`src/rtl/fix_session_scheduler.sv`:
```
// FIX session message scheduler: arbitrates Logon/Logout/SequenceRequest/Heartbeat,
// sequences the message builder handshake and tracks session state and MsgSeqNum.
module fix_session_scheduler #(
  parameter int SEQMEM_DEPTH = 10,
  parameter int DONE_TIMEOUT = 255
) (
  input  logic                    clk,
  input  logic                    rst,
  input  logic                    logon_req_i,
  input  logic                    logout_req_i,
  input  logic                    seqreq_req_i,
  input  logic                    tick_i,
  input  logic [7:0]              heartBeatInt_i,
  input  logic                    msg_done_i,
  output logic                    create_message_o,
  output logic [2:0]              message_type_o,
  output logic [SEQMEM_DEPTH-1:0] msgSeqNum_o,
  output logic                    logon_ack_o,
  output logic                    logout_ack_o,
  output logic                    seqreq_ack_o,
  output logic                    session_active_o,
  output logic                    busy_o,
  output logic                    timeout_o,
  output logic [1:0]              dbg_state_o
);

  // Requests are level-held by the requester until the matching ack pulse;
  // the scheduler only samples them in IDLE, so a request dropped in the ack
  // cycle is never granted twice.
  typedef enum logic [1:0] {
    S_IDLE      = 2'd0,
    S_ISSUE     = 2'd1,
    S_WAIT_DONE = 2'd2
  } state_t;

  localparam logic [2:0] MT_NONE   = 3'b000;
  localparam logic [2:0] MT_LOGON  = 3'b001;
  localparam logic [2:0] MT_LOGOUT = 3'b010;
  localparam logic [2:0] MT_HB     = 3'b011;
  localparam logic [2:0] MT_SEQREQ = 3'b100;

  localparam int TW = (DONE_TIMEOUT < 2) ? 1 : $clog2(DONE_TIMEOUT);
  localparam logic [TW-1:0] TO_LAST = TW'(DONE_TIMEOUT - 1);
  localparam logic [SEQMEM_DEPTH-1:0] SEQ_ONE = SEQMEM_DEPTH'(1);
  localparam logic [SEQMEM_DEPTH-1:0] SEQ_MAX = '1;

  state_t                  state_q, state_d;
  logic [2:0]              type_q, type_d;
  logic [SEQMEM_DEPTH-1:0] seq_q, seq_d, seq_inc;
  logic                    active_q, active_d;
  logic                    ack_logon_q, ack_logon_d;
  logic                    ack_logout_q, ack_logout_d;
  logic                    ack_seqreq_q, ack_seqreq_d;
  logic                    timeout_q, timeout_d;
  logic [TW-1:0]           to_cnt_q, to_cnt_d;
  logic [7:0]              hb_cnt_q, hb_cnt_d;
  logic                    hb_pend_q, hb_pend_d;
  logic [8:0]              hb_sum;
  logic [2:0]              sel_type;
  logic                    grant;

  always_comb begin
    sel_type = MT_NONE;
    if (logout_req_i && active_q)       sel_type = MT_LOGOUT;
    else if (logon_req_i && !active_q)  sel_type = MT_LOGON;
    else if (seqreq_req_i && active_q)  sel_type = MT_SEQREQ;
    else if (hb_pend_q && active_q)     sel_type = MT_HB;
  end

  // Sequence number never returns to 0 on wrap.
  assign seq_inc = (seq_q == SEQ_MAX) ? SEQ_ONE : seq_q + SEQ_ONE;

  always_comb begin
    state_d      = state_q;
    type_d       = type_q;
    seq_d        = seq_q;
    active_d     = active_q;
    ack_logon_d  = 1'b0;
    ack_logout_d = 1'b0;
    ack_seqreq_d = 1'b0;
    timeout_d    = 1'b0;
    to_cnt_d     = to_cnt_q;
    grant        = 1'b0;
    case (state_q)
      S_IDLE: begin
        to_cnt_d = '0;
        type_d   = MT_NONE;
        if (sel_type != MT_NONE) begin
          state_d = S_ISSUE;
          type_d  = sel_type;
          grant   = 1'b1;
        end
      end
      S_ISSUE: begin
        state_d  = S_WAIT_DONE;
        to_cnt_d = '0;
      end
      S_WAIT_DONE: begin
        if (msg_done_i) begin
          state_d = S_IDLE;
          type_d  = MT_NONE;
          seq_d   = seq_inc;
          case (type_q)
            MT_LOGON: begin
              ack_logon_d = 1'b1;
              active_d    = 1'b1;
            end
            MT_LOGOUT: begin
              ack_logout_d = 1'b1;
              active_d     = 1'b0;
              seq_d        = SEQ_ONE;
            end
            MT_SEQREQ: ack_seqreq_d = 1'b1;
            default: ;
          endcase
        end else if (to_cnt_q == TO_LAST) begin
          // Abandoned message: no ack, sequence and session untouched.
          state_d   = S_IDLE;
          type_d    = MT_NONE;
          timeout_d = 1'b1;
        end else begin
          to_cnt_d = to_cnt_q + 1'b1;
        end
      end
      default: begin
        state_d = S_IDLE;
        type_d  = MT_NONE;
      end
    endcase
  end

  // Heartbeat interval tracking; a completed message restarts the interval.
  always_comb begin
    hb_cnt_d  = hb_cnt_q;
    hb_pend_d = hb_pend_q;
    hb_sum    = {1'b0, hb_cnt_q} + 9'd1;
    if (!active_q) begin
      hb_cnt_d  = 8'd0;
      hb_pend_d = 1'b0;
    end else begin
      if (grant) hb_pend_d = 1'b0;
      if (msg_done_i) begin
        hb_cnt_d = 8'd0;
      end else if (tick_i && (heartBeatInt_i != 8'd0)) begin
        if (hb_sum >= {1'b0, heartBeatInt_i}) begin
          hb_pend_d = 1'b1;
          hb_cnt_d  = 8'd0;
        end else begin
          hb_cnt_d = hb_sum[7:0];
        end
      end
    end
  end

  always_ff @(posedge clk) begin
    if (rst) begin
      state_q      <= S_IDLE;
      type_q       <= MT_NONE;
      seq_q        <= SEQ_ONE;
      active_q     <= 1'b0;
      ack_logon_q  <= 1'b0;
      ack_logout_q <= 1'b0;
      ack_seqreq_q <= 1'b0;
      timeout_q    <= 1'b0;
      to_cnt_q     <= '0;
      hb_cnt_q     <= 8'd0;
      hb_pend_q    <= 1'b0;
    end else begin
      state_q      <= state_d;
      type_q       <= type_d;
      seq_q        <= seq_d;
      active_q     <= active_d;
      ack_logon_q  <= ack_logon_d;
      ack_logout_q <= ack_logout_d;
      ack_seqreq_q <= ack_seqreq_d;
      timeout_q    <= timeout_d;
      to_cnt_q     <= to_cnt_d;
      hb_cnt_q     <= hb_cnt_d;
      hb_pend_q    <= hb_pend_d;
    end
  end

  assign create_message_o = (state_q == S_ISSUE);
  assign message_type_o   = type_q;
  assign msgSeqNum_o      = seq_q;
  assign logon_ack_o      = ack_logon_q;
  assign logout_ack_o     = ack_logout_q;
  assign seqreq_ack_o     = ack_seqreq_q;
  assign session_active_o = active_q;
  assign busy_o           = (state_q != S_IDLE);
  assign timeout_o        = timeout_q;
  assign dbg_state_o      = state_q;

endmodule

```
`config.mk`:
```
export PLATFORM = sky130hd
export DESIGN_NAME = fix_session_scheduler
export DESIGN_NICKNAME = d
export VERILOG_FILES = /design/src/rtl/fix_session_scheduler.sv
export SDC_FILE = /design/constraint.sdc
export NUM_CORES = 1
export LEC_CHECK = 0
export ABC_AREA = 0
export ABC_CLOCK_PERIOD_IN_PS = 3500
export BUFFER_PORTS_ARGS = -buffer_cell sky130_fd_sc_hd__buf_2
export CAP_MARGIN = 20
export CORE_MARGIN = 4
export CORE_UTILIZATION = 55
export CTS_CLUSTER_SIZE = 16
export DETAILED_ROUTE_END_ITERATION = 10
export GPL_TIMING_DRIVEN = 0
export PLACE_DENSITY = 0.82
export SLEW_MARGIN = 5
export SYNTH_ARGS = -nofsm -noshare
export SYNTH_HDL_FRONTEND = slang
export SYNTH_SLANG_ARGS = --single-unit
```
`constraint.sdc`:
```
create_clock -name clk -period 3.5 [get_ports clk]
set_input_delay 0.175 -clock clk [delete_from_list [all_inputs] [get_ports clk]]
set_output_delay 0.175 -clock clk [all_outputs]
set_load 0.01 [all_outputs]
```
# After elaboration in Yosys (flattened, before gate mapping)
# Index checks and enable logic that the tools add are counted.
[totals] out_inout_bits=22 input_bits=15 regBits=37
[classes] eq_ne=11 order_cmp=1 reduce_logical=22 n_mux=29 add_sub_neg=3 n_bitwise=4
[op_table] cell="$mux 8" n=3
[op_table] cell="$mux 10" n=2
[op_table] cell="$mux 3" n=6
[op_table] cell="$pmux 8 s2" n=1
[op_table] cell="$add 10x1->10 const B" n=1
[op_table] cell="$eq 10x10->1 const B" n=1
[op_table] cell="$mux 1" n=10
[op_table] cell="$add 8x1->9 const B" n=1
[op_table] cell="$ge 9x8->1" n=1
[op_table] cell="$pmux 3 s3" n=1
[op_table] cell="$reduce_or 3->1" n=3
[op_table] cell="$add 8x1->8 const B" n=1
[op_table] cell="$eq 8x8->1 const B" n=1
[op_table] cell="$mux 2" n=4
[op_table] cell="$reduce_bool 8->1" n=1
[op_table] cell="$ne 2x2->1 const B" n=3
[op_table] cell="$pmux 2 s3" n=1
[op_table] cell="$reduce_and 2->1" n=3
[op_table] cell="$reduce_and 3->1" n=2
[op_table] cell="$reduce_bool 2->1" n=3
[op_table] cell="$logic_and 1x1->1" n=5
[op_table] cell="$not 1->1" n=4
[op_table] cell="$reduce_or 2->1" n=2
[op_table] cell="$eq 3x1->1 const B" n=1
[op_table] cell="other kinds (9)" n=9

# Logic depth before layout (Yosys ltp)
# Gate-level depths: netlist of the first run.
[depth] ltp_word=12 ltp_mapped=10 ltp_nobuf=10

# Least setup slack after synthesis of the first run
# No wires, ideal clock.
[synth_path] kind="register to register" from="register hb_cnt_q[0]" to="register hb_cnt_q[4]" period_less_slack_ns=2.638 path_buffers=0 setup_ns=0.070 path_stages_with_launch=11 arrival_ns=2.568 setup_slack_ns=0.862 t_required_ns=3.430 path_cell_list="dfxtp_1 > ha_1 > and3_1 > nand3_1 > xnor2_1 > ha_1 > and3_1 > a221oi_1 > o21ai_2 > or4b_1 > a21oi_1"
[synth_via] elab_chain_cells=3
[synth_rtl] element="start, declared" line="56" text="logic [7:0] hb_cnt_q, hb_cnt_d;"
[synth_rtl] element="start signal, assigned" line="178" text="hb_cnt_q <= hb_cnt_d;"
[synth_rtl] element="$add 8x1->9 *" line="136" text="hb_sum = {1'b0, hb_cnt_q} + 9'd1;"
[synth_rtl] element="$ge 9x8->1" line="145" text="if (hb_sum >= {1'b0, heartBeatInt_i}) begin"
[synth_rtl] element="$mux 8 *" line="145"
# Mark *: on every way between the ends. The rest lies on a longest branch, timed or not.
# A chain may end at the register's enable or synchronous reset.

# Worst setup path after layout of the first run
# Same ends and word-level chain as after synthesis.

==> impl_metrics.json, run 1 <==
{
  "synth_top_area_share_pct": 36.9,
  "grt.overflow.total": 0,
  "first_pass_iters": 4,
  "cts_tree": "built",
  "core_mm2": 0.00342,
  "max_freq_mhz": 343,
  "worstSetupPathType": "flop to flop",
  "vdd_drop_max_uv": 256,
  "drt-wirelength-per-cell_um": 11.8,
  "seq_power_share_pct": 60.3,
  "clk_pin_slew_ns": 0.11,
  "crit_start": "hb_cnt_q[0]$_SDFFE_PP0P_",
  "diodes": 0,
  "area_growth_syn_to_layout_pct": 14.3,
  "dp_hpwl_mm": 2.95,
  "highest_layer": "met4",
  "setup_violations": 0,
  "routabilityCongestion": 0.817,
  "rsz0062_at_grt": "no",
  "grt_pass1_wl_mm": 6.33,
  "ios": 37,
  "finalNetCount": 310,
  "syn-instance-count": 241,
  "cts_buffers": 5,
  "outcome": "complete, no violations",
  "synthArstFlopShare_pct": 0,
  "htreeDepth": 2,
  "yosysSeqAreaShare_pct": 36.9,
  "drtIter0Drc": 73,
  "ys_top_cells_by_area": "dfxtp_1 (37%), ha_1 (7.5%), nor2_1 (6.0%), xnor2_1 (4.8%), nand2_1 (3.9%)",
  "start_kind": "flop",
  "final_cell_mix": "buf_2 (37), dfxtp_1 (37), nor2_1 (32)",
  "worstPathMaxFanout": 10,
  "wl_met3_um": 206,
  "clock_skew_ns": 0.0100,
  "hold_viol": 0,
  "critPathArrivalTime_ns": 3.18,
  "grt.total_usage_pct": 17.3,
  "ys_types": 48,
  "yosysTopAreaCell": "dfxtp_1",
  "syn_area_per_cell_um2": 8.32,
  "end_kind": "flop",
  "io_buffers": 35,
  "synth_edf_count": 0,
  "cts-resized-gates": 0,
  "post_cts.repair.setup_buffers": 0,
  "die_h_um": 68.4,
  "clockRootBuffer": "clkbuf_4",
  "finalWirelength_mm": 3.87,
  "remaining_drc_errors": 0,
  "pwr_density_cell_mw_per_mm2": 312,
  "hold_class": "primary input to flop",
  "met1_length_mm": 1.83,
  "drive_above_1_share_pct": 18.0,
  "slew_violations": 0,
  "worstMarginPinSlew_ns": 0.401,
  "post-route-util_pct": 67.1,
  "rows": 21,
  "p_sw_share_pct": 23.5,
  "clk_latency_ns": 0.32,
  "fin_setup_tns_ns": 0,
  "start_util_pct": 58.7,
  "met2_length_mm": 1.82,
  "die_w_um": 68.4,
  "ys_ff_latch": 37,
  "clock_path_buffers": 2,
  "cp.required_ns": 3.77,
  "p_int_w": 0.000547,
  "syn_area_mm2": 0.00201,
  "slew_headroom_pct": 73.3,
  "drv_cap": 0,
  "cts_sinks": 37,
  "antenna_found_initial": 0,
  "viasPerCell": 5.39,
  "synthFlopType": "dfxtp_1",
  "power.leakage_nw": 0.987,
  "cts_hold_buf": 0,
  "ys_warn_count": 0,
  "postRouteAntennaNets": 0,
  "pwr-share-clk_pct": 31.0,
  "comb_power_share_pct": 8.7,
  "p_switching_w": 0.000168,
  "grt_start_max_net_pins": 11,
  "synth_nets": 268,
  "dieArea_mm2": 0.00468,
  "r2r_start": "hb_cnt_q[0]$_SDFFE_PP0P_",
  "num_vias": 1773,
  "hp-start": "rst",
  "final.min_clock_period_ns": 2.91,
  "grt_pass1_vias": 1497,
  "min_period_over_period_pct": 83.2
}
-- cell families after synthesis --
| logic type | count (synthesis) | synth area share [%] |
|---|---|---|
| DFF | 37 | 36.9 |
| AOI/OAI and AO/OA | 41 | 14.0 |
| buffers and inverters | 20 | 4.24 |
| xor gates and xnor gates | 19 | 8.30 |
| and+or+nand+nor | 112 | 29.1 |
| adders and majority gates | 12 | 7.49 |
-- layout make-up --
type	instances	area, um^2
Clock buffer	7	55.1
Multi-Input combinational cell	184	1180
Buffer	8	40.0
Tap cell	46	57.6
Fill cell	286	1120
Sequential cell	37	741
Timing Repair Buffer	35	175
Inverter	12	45.0
-- final timing paths --
kind,slack [ns],cells after the start,endpoint
max,0.59,10,hb_cnt_q[4]$_SDFFE_PP0P_
min,0.05,2,logout_ack_o$_SDFF_PP0_
max reg2reg,0.59,10,hb_cnt_q[4]$_SDFFE_PP0P_
min reg2reg,0.49,2,hb_cnt_q[1]$_SDFFE_PP0P_
-- critical path, cell delays in order (launching register included) --
cell	delay (ns)
dfxtp_1	0.43
ha_1	0.26
and3_1	0.23
nand3_1	0.15
xnor2_1	0.17
ha_1	0.29
and3_1	0.18
a221oi_1	0.31
o21ai_2	0.20
or4b_1	0.50
a21oi_1	0.14
-- cells in the mapped netlist, types with 2 or more instances --
library cell	count
or2_2	2
buf_2	2
a211oi_1	3
or3_1	3
nor4_1	3
a21oi_1	11
and2_1	2
o21ai_2	2
clkbuf_1	5
a21o_1	5
nor3_1	6
inv_1	12
nor2b_1	2
nand2b_1	4
o21ai_0	4
o211ai_1	2
ha_1	12
a31o_1	3
dfxtp_1	37
nand4_1	5
or4_1	6
nor2_1	32
xnor2_1	11
a31oi_1	3
nand2_1	21
and3_1	5
xor2_1	8
nand3_1	10
-- metrics by stage --
stage	instance area [um^2]	worst slack, ns	power (W)	hold WS, ns	instances
detailed placement	2240	0.604	0.000503	0.385	322
floorplan	2010	0.862	0.000478	0.254	241
finish	2290	0.589	0.000715	0.0477	329
CTS	2290	0.588	0.000724	0.0399	329
global route	2290	0.369	0.000749	0.0482	329
global placement	2240	0.626	0.000501	0.385	322
-- flip-flops by register name, summed over array words and instances, names as in the netlist --
name / count
hb_cnt_q: 8
to_cnt_q: 8
session_active_o: 1
hb_pend_q: 1
message_type_o: 3
logout_ack_o: 1
seqreq_ack_o: 1
dbg_state_o: 2
logon_ack_o: 1
msgSeqNum_o: 10
timeout_o: 1
-- per-layer routing --
metal | global-route usage (%) | vias up
li1 | - | 933
met1 | 22.2 | 800
met2 | 29.1 | 38
met3 | 5.09 | 2
met4 | 2.23 | 0
met5 | 0 | -
-- power groups by stage --
stage	logic, W	clock network (W)	registers (W)
after global routing	0.0000707	0.000246	0.000432
after detailed placement	0.0000627	0	0.000440
after floorplan	0.0000368	0	0.000441
after global placement	0.0000610	0	0.000440
final	0.0000625	0.000222	0.000431
after CTS	0.0000632	0.000230	0.000431
Note: power is estimated with default switching activity, not from simulation.
==> inputs of run 2 (changes only) <==
--- a/config.mk
+++ b/config.mk
@@ -5,16 +5,16 @@
 export SDC_FILE = /design/constraint.sdc
 export NUM_CORES = 1
 export LEC_CHECK = 0
-export ABC_AREA = 0
-export ABC_CLOCK_PERIOD_IN_PS = 3500
+export ABC_AREA = 1
+export ABC_CLOCK_PERIOD_IN_PS = 2450
 export BUFFER_PORTS_ARGS = -buffer_cell sky130_fd_sc_hd__buf_2
 export CAP_MARGIN = 20
 export CORE_MARGIN = 4
-export CORE_UTILIZATION = 55
+export CORE_UTILIZATION = 50
 export CTS_CLUSTER_SIZE = 16
 export DETAILED_ROUTE_END_ITERATION = 10
 export GPL_TIMING_DRIVEN = 0
-export PLACE_DENSITY = 0.82
+export PLACE_DENSITY = 0.79
 export SLEW_MARGIN = 5
 export SYNTH_ARGS = -nofsm -noshare
 export SYNTH_HDL_FRONTEND = slang
==> constraint.sdc (replaced) <==
create_clock -name clk -period 2.45 [get_ports clk]
set_input_delay 0.1225 -clock clk [delete_from_list [all_inputs] [get_ports clk]]
set_output_delay 0.1225 -clock clk [all_outputs]
set_load 0.01 [all_outputs]
==> impl_metrics.json, run 2 <==
{
  "r2r_start": "hb_cnt_q[0]$_SDFFE_PP0P_",
  "crit_start": "hb_cnt_q[0]$_SDFFE_PP0P_",
  "slew_violations": 0,
  "dp_cells": 366,
  "worstMarginPinSlew_ns": 0.555,
  "grt_pass1_wl_mm": 7.30,
  "diodes": 0,
  "worstSetupPathType": "flop to flop",
  "drt-wirelength-per-cell_um": 11.5,
  "fin_ws_ns": 0.280,
  "finalNetCount": 352,
  "synthArstFlopShare_pct": 0,
  "cts_sinks": 37,
  "comb_power_share_pct": 10.0,
  "fin_cells": 374,
  "min_period_over_period_pct": 88.6,
  "antenna_found_initial": 0,
  "ys_warn_count": 0,
  "dieArea_mm2": 0.00512,
  "grt_start_max_net_pins": 12,
  "syn_area_per_cell_um2": 7.16,
  "cpMaxStageDelayCell": "dfxtp_1",
  "netlist_top_cells_count": "nand2_1 (55), inv_1 (38), dfxtp_1 (37)",
  "grt_pass1_vias": 1767,
  "crit_path_cell_trace": "ha_1 > nand3_1 > nor2_1 > xor2_1 > ha_1 > nand2_1 > inv_1 > nand2_1 > nand2_1 > nand2_2 > nand3_1 > a21oi_1",
  "place_ws_ns": 0.243,
  "die_h_um": 71.6,
  "hp-start": "seqreq_req_i",
  "clk_latency_ns": 0.29,
  "p_switching_w": 0.000301,
  "ys_ff_latch": 37,
  "ios": 37,
  "grt.total_usage_pct": 17.4,
  "cts_hold_buf": 0,
  "yosysTopAreaCell": "dfxtp_1",
  "core_mm2": 0.00377,
  "ys_types": 31,
  "remaining_drc_errors": 0,
  "first_pass_iters": 4,
  "pwr-share-clk_pct": 35.8,
  "postRouteAntennaNets": 0,
  "htreeDepth": 2,
  "synth_most_common_cell": "nand2_1",
  "fin_setup_tns_ns": 0,
  "finalWirelength_mm": 4.29,
  "grtUsageMet3_pct": 4.91,
  "final_cell_mix": "nand2_1 (54), inv_1 (38), dfxtp_1 (37)",
  "p_sw_share_pct": 26.2,
  "largest_reg_flops": 10,
  "placed_area_mm2": 0.00226,
  "grt_use_met1_pct": 21.0,
  "critPathArrivalTime_ns": 2.39,
  "hold_class": "primary input to flop",
  "start_kind": "flop",
  "routabilityCongestion": 0.851,
  "synthFlopType": "dfxtp_1",
  "rsz0062_at_grt": "no",
  "end_kind": "flop",
  "rows": 22,
  "clock_path_buffers": 2,
  "drive_above_1_share_pct": 16.9,
  "worstPathMaxFanout": 9,
  "met2_usage_pct": 30.5,
  "start_util_pct": 53.6,
  "final.min_clock_period_ns": 2.17,
  "max_freq_mhz": 461,
  "setup_violations": 0,
  "drv_cap": 0,
  "ys_top_cells_by_area": "dfxtp_1 (37%), nand2_1 (10%), ha_1 (7.4%), inv_1 (7.1%), a21oi_1 (5.9%)",
  "area_growth_syn_to_layout_pct": 16.1,
  "die_w_um": 71.6,
  "p_int_w": 0.000850,
  "slew_headroom_pct": 62.6,
  "power.leakage_nw": 1.05,
  "design_area_mm2": 0.00234,
  "yosysSeqAreaShare_pct": 36.7,
  "vdd_drop_max_uv": 342,
  "syn-instance-count": 282,
  "num_vias": 1881,
  "pwr_density_cell_mw_per_mm2": 491,
  "cp.required_ns": 2.67,
  "clockRootBuffer": "clkbuf_8",
  "ff2ff_setup_slack_ns": 0.28,
  "synth_nets": 309,
  "critPathMaxStageDelay_ns": 0.41,
  "drtIter0Drc": 131,
  "grt.overflow.total": 0,
  "hold_viol": 0,
  "synth_top_area_share_pct": 36.7,
  "seq_power_share_pct": 54.2,
  "outcome": "complete, no violations",
  "io_buffers": 36,
  "grt-busiest-layer": "met2",
  "dp_hpwl_mm": 3.27,
  "cts_tree": "built",
  "synth_edf_count": 0,
  "cts_buffers": 5,
  "clock_skew_ns": 0.00708,
  "viasPerCell": 5.03,
  "layout_commonest_cell": "nand2_1",
  "clk_pin_slew_ns": 0.08,
  "crit_top_cell": "nand2_1",
  "syn_area_mm2": 0.00202
}
run 2: cell count changes after synthesis, moves of 5 or more:
cell	delta
nand2_1	+34
inv_1	+26
a21oi_1	+13
nand3_1	+14
o21ai_0	+16
xnor2_1	-9
a21o_1	-5
or4_1	-6
run 2: cell type report:
cell class                 instances  area, um^2
fill                             347        1430
multi-input combinational        204        1130
sequential                        37         741
timing repair buffer              36         180
inverter                          39         146
clock buffer                       6        72.6
tap                               48        60.1
clock inverter                     2        10.0
buffer                             2        7.51
run 2: power groups by stage:
stage | logic, W | registers [W] | clock network (W)
6_report | 0.000115 | 0.000624 | 0.000412
5_1_grt | 0.000130 | 0.000626 | 0.000450
4_1_cts | 0.000115 | 0.000624 | 0.000427
3_5_place_dp | 0.000115 | 0.000638 | 0
3_3_place_gp | 0.000111 | 0.000638 | 0
2_1_floorplan | 0.0000667 | 0.000641 | 0
run 2: logic make-up (layout without fill, tap and decap cells):
family                     after synthesis  in the layout  synth area share [%]
xor gates and xnor gates                12             12                  5.20
buffers and inverters                   41             85                  7.62
and+or+nand+nor                        130            130                  29.2
AOI/OAI and AO/OA                       50             50                  13.9
DFF                                     37             37                  36.7
adders and majority gates               12             12                  7.43
run 2: through the flow:
step	hold WS, ns	power, W	utilization [%]
floorplan	0.201	0.000708	-
global placement	0.408	0.000749	59.9
detailed placement	0.410	0.000753	59.9
CTS	0.0972	0.00117	62.1
global route	0.107	0.00121	62.2
finish	0.111	0.00115	62.2
run 2: critical path: cells and delay by family, from the launching register on:
kind            cells  cell delay, ns
simple gates        7            0.80
fa+ha+maj           2            0.49
flops               1            0.41
xor+xnor            1            0.23
compound gates      1            0.15
buf+inv             1            0.04
run 2: what timing repair did:
action                                  CTS  global route
endpoints found under the setup margin    0             7
buffers inserted                          0             0
endpoints found under the hold margin     0             0
gates resized for setup                   0             1
run 2: metal layers:
metal	part of all wire [%]	wire, um
met1	46	1980
met5	0	0
met4	0.72	31
met2	49	2080
met3	4.5	192
run 2: worst paths after layout:
kind,end,cells after the start
setup / recovery,hb_cnt_q[3]$_SDFFE_PP0P_,12
hold / removal,message_type_o[2]$_SDFFE_PP0P_,3
setup reg to reg,hb_cnt_q[3]$_SDFFE_PP0P_,12
hold reg to reg,to_cnt_q[5]$_SDFFE_PP0P_,2
==> inputs of run 3 (changes only) <==
--- a/config.mk
+++ b/config.mk
@@ -5,7 +5,7 @@
 export SDC_FILE = /design/constraint.sdc
 export NUM_CORES = 1
 export LEC_CHECK = 0
-export ABC_AREA = 1
+export ABC_AREA = 0
 export ABC_CLOCK_PERIOD_IN_PS = 2450
 export BUFFER_PORTS_ARGS = -buffer_cell sky130_fd_sc_hd__buf_2
 export CAP_MARGIN = 20
==> impl_metrics.json, run 3 (synthesis results as in run 1) <==
{
  "outcome": "finished with violations",
  "design_area_mm2": 0.00254,
  "fin_cells": 342,
  "first_pass_iters": 4,
  "post-route-util_pct": 67.3,
  "grt_pass1_wl_mm": 7.25,
  "cts_hold_buf": 0,
  "core_mm2": 0.00377,
  "clk_pin_slew_ns": 0.08,
  "whs_endpoint": "message_type_o[0]$_SDFFE_PP0P_",
  "worstSetupPathType": "flop to flop",
  "layout_commonest_cell": "buf_2",
  "critPathArrivalTime_ns": 2.79,
  "finalWirelength_mm": 4.36,
  "p_sw_share_pct": 23.8,
  "cts_tree": "built",
  "io_buffers": 35,
  "cts_buffers": 5,
  "hold_class": "primary input to flop",
  "final_cell_mix": "buf_2 (37), dfxtp_1 (33), nor2_1 (31)",
  "multiInputGateArea_mm2": 0.00128,
  "setup_violations": 4,
  "clock_skew_ns": 0.0109,
  "reg2reg_to": "hb_cnt_q[4]$_SDFFE_PP0P_",
  "routabilityCongestion": 0.794,
  "hold_viol": 0,
  "dp_hpwl_mm": 3.05,
  "clockRootBuffer": "clkbuf_8",
  "slew_violations": 0,
  "viasPerCell": 5.46,
  "p_switching_w": 0.000270,
  "fill_cells": 311,
  "finalNetCount": 321,
  "htreeDepth": 2,
  "cts_sinks": 37,
  "fin_ws_ns": -0.124,
  "ios": 37,
  "antenna_found_initial": 0,
  "grt_pass1_vias": 1689,
  "rows": 22,
  "whs_path_depth": 2,
  "drv_cap": 0,
  "end_kind": "flop",
  "die_w_um": 71.3,
  "hp-start": "rst",
  "grt.overflow.total": 0,
  "dieArea_mm2": 0.00509,
  "vdd_drop_max_uv": 381,
  "die_h_um": 71.3,
  "min_period_over_period_pct": 105,
  "start_kind": "flop",
  "drt-wirelength-per-cell_um": 12.8,
  "final.min_clock_period_ns": 2.57,
  "worstRegToRegCells": 10,
  "cpMaxStageDelayCell": "or4b_4",
  "area_growth_syn_to_layout_pct": 26.5,
  "place_ws_ns": -0.246,
  "remaining_drc_errors": 0,
  "power.leakage_nw": 1.08,
  "start_util_pct": 53.2,
  "dp_cells": 324,
  "drive_above_1_share_pct": 27.9,
  "ff2ff_setup_slack_ns": -0.12,
  "pwr-share-clk_pct": 37.9,
  "largest_reg_flops": 10,
  "cp.required_ns": 2.67,
  "max_freq_mhz": 388,
  "worstPathMaxFanout": 5,
  "grt.total_usage_pct": 17.3,
  "drtIter0Drc": 86,
  "comb_power_share_pct": 8.3,
  "seq_power_share_pct": 53.8,
  "final-seq-area_um2": 753,
  "clock_path_buffers": 2,
  "diodes": 0,
  "p_int_w": 0.000867,
  "r2r_start": "hb_cnt_q[0]$_SDFFE_PP0P_",
  "clk_latency_ns": 0.29,
  "pwr_density_cell_mw_per_mm2": 448,
  "worstMarginPinSlew_ns": 0.406,
  "violations": "setup timing",
  "grt_start_max_net_pins": 12,
  "postRouteAntennaNets": 0,
  "slew_headroom_pct": 72.9,
  "rsz0062_at_grt": "yes",
  "fin_setup_tns_ns": -0.308,
  "placed_area_mm2": 0.00228,
  "critPathMaxStageDelay_ns": 0.50,
  "num_vias": 1869,
  "crit_path_cell_trace": "ha_4 > and3_4 > nand3_4 > xnor2_2 > ha_1 > a21o_1 > a221oi_4 > o21ai_4 > or4b_4 > a21oi_2"
}
-- run 3: cell types whose count changed in the layout (fill, tap and decap cells not counted), moves of 4 or more --
cell / previous run / this run
a21o_1: 0 / 5
nand3_1: 24 / 8
o21ai_0: 20 / 3
buf_4: 0 / 11
xnor2_1: 2 / 10
nand2b_1: 0 / 4
or4_1: 0 / 6
inv_1: 38 / 12
dfxtp_1: 37 / 33
nand2_1: 54 / 21
a21oi_1: 24 / 10
-- run 3: worst max-delay path by stage --
stage	slack [ns]	from	end
after detailed placement	-0.25	hb_cnt_q[0]$_SDFFE_PP0P_	hb_cnt_q[4]$_SDFFE_PP0P_
after CTS	-0.11	hb_cnt_q[0]$_SDFFE_PP0P_	hb_cnt_q[4]$_SDFFE_PP0P_
after floorplan	0.01	hb_cnt_q[0]$_SDFFE_PP0P_	hb_cnt_q[4]$_SDFFE_PP0P_
after global placement	-0.23	hb_cnt_q[0]$_SDFFE_PP0P_	hb_cnt_q[4]$_SDFFE_PP0P_
after global routing	-0.26	hb_cnt_q[0]$_SDFFE_PP0P_	hb_cnt_q[4]$_SDFFE_PP0P_
final	-0.12	hb_cnt_q[0]$_SDFFE_PP0P_	hb_cnt_q[4]$_SDFFE_PP0P_
-- run 3: per-layer routing --
layer	vias up	wire length, um	GRT usage (%)
met3	5	207	4.35
met4	0	29	3.76
met2	43	2110	29.5
met1	862	2010	21.9
li1	959	-	-
met5	-	0	0
-- run 3: power by group through the flow --
stage / registers (W) / clock network, W / logic [W]
3_5_place_dp: 0.000629 / 0 / 0.0000897
4_1_cts: 0.000612 / 0.000444 / 0.0000930
6_report: 0.000612 / 0.000431 / 0.0000939
5_1_grt: 0.000613 / 0.000474 / 0.000106
2_1_floorplan: 0.000630 / 0 / 0.0000530
3_3_place_gp: 0.000629 / 0 / 0.0000877
-- run 3: critical path, delay by kind of cell (launching register included) --
kind                       cells  cell delay (ns)
AOI/OAI and AO/OA              4             0.75
xor gates and xnor gates       1             0.15
DFF                            1             0.38
and+or+nand+nor                3             0.80
adders and majority gates      2             0.43
-- run 3: per-stage QoR --
stage,power (W),hold slack [ns]
global placement,0.000717,0.327
detailed placement,0.000719,0.331
CTS,0.00115,0.0241
global route,0.00119,0.0244
floorplan,0.000683,0.201
finish,0.00114,0.0272
-- run 3: final cells by class --
cell class | count | share of cell area [%]
clock inverter | 1 | 0.296
buffer | 7 | 1.43
tap | 48 | 2.37
inverter | 12 | 1.78
sequential | 37 | 29.7
multi-input combinational | 184 | 50.6
clock buffer | 6 | 3.25
timing repair buffer | 47 | 10.6
-- run 3: repair_timing --
item,in CTS,in global routing
resized for setup,9,9
setup buffers,11,1
setup endpoints to repair,5,9
pin swaps,5,3
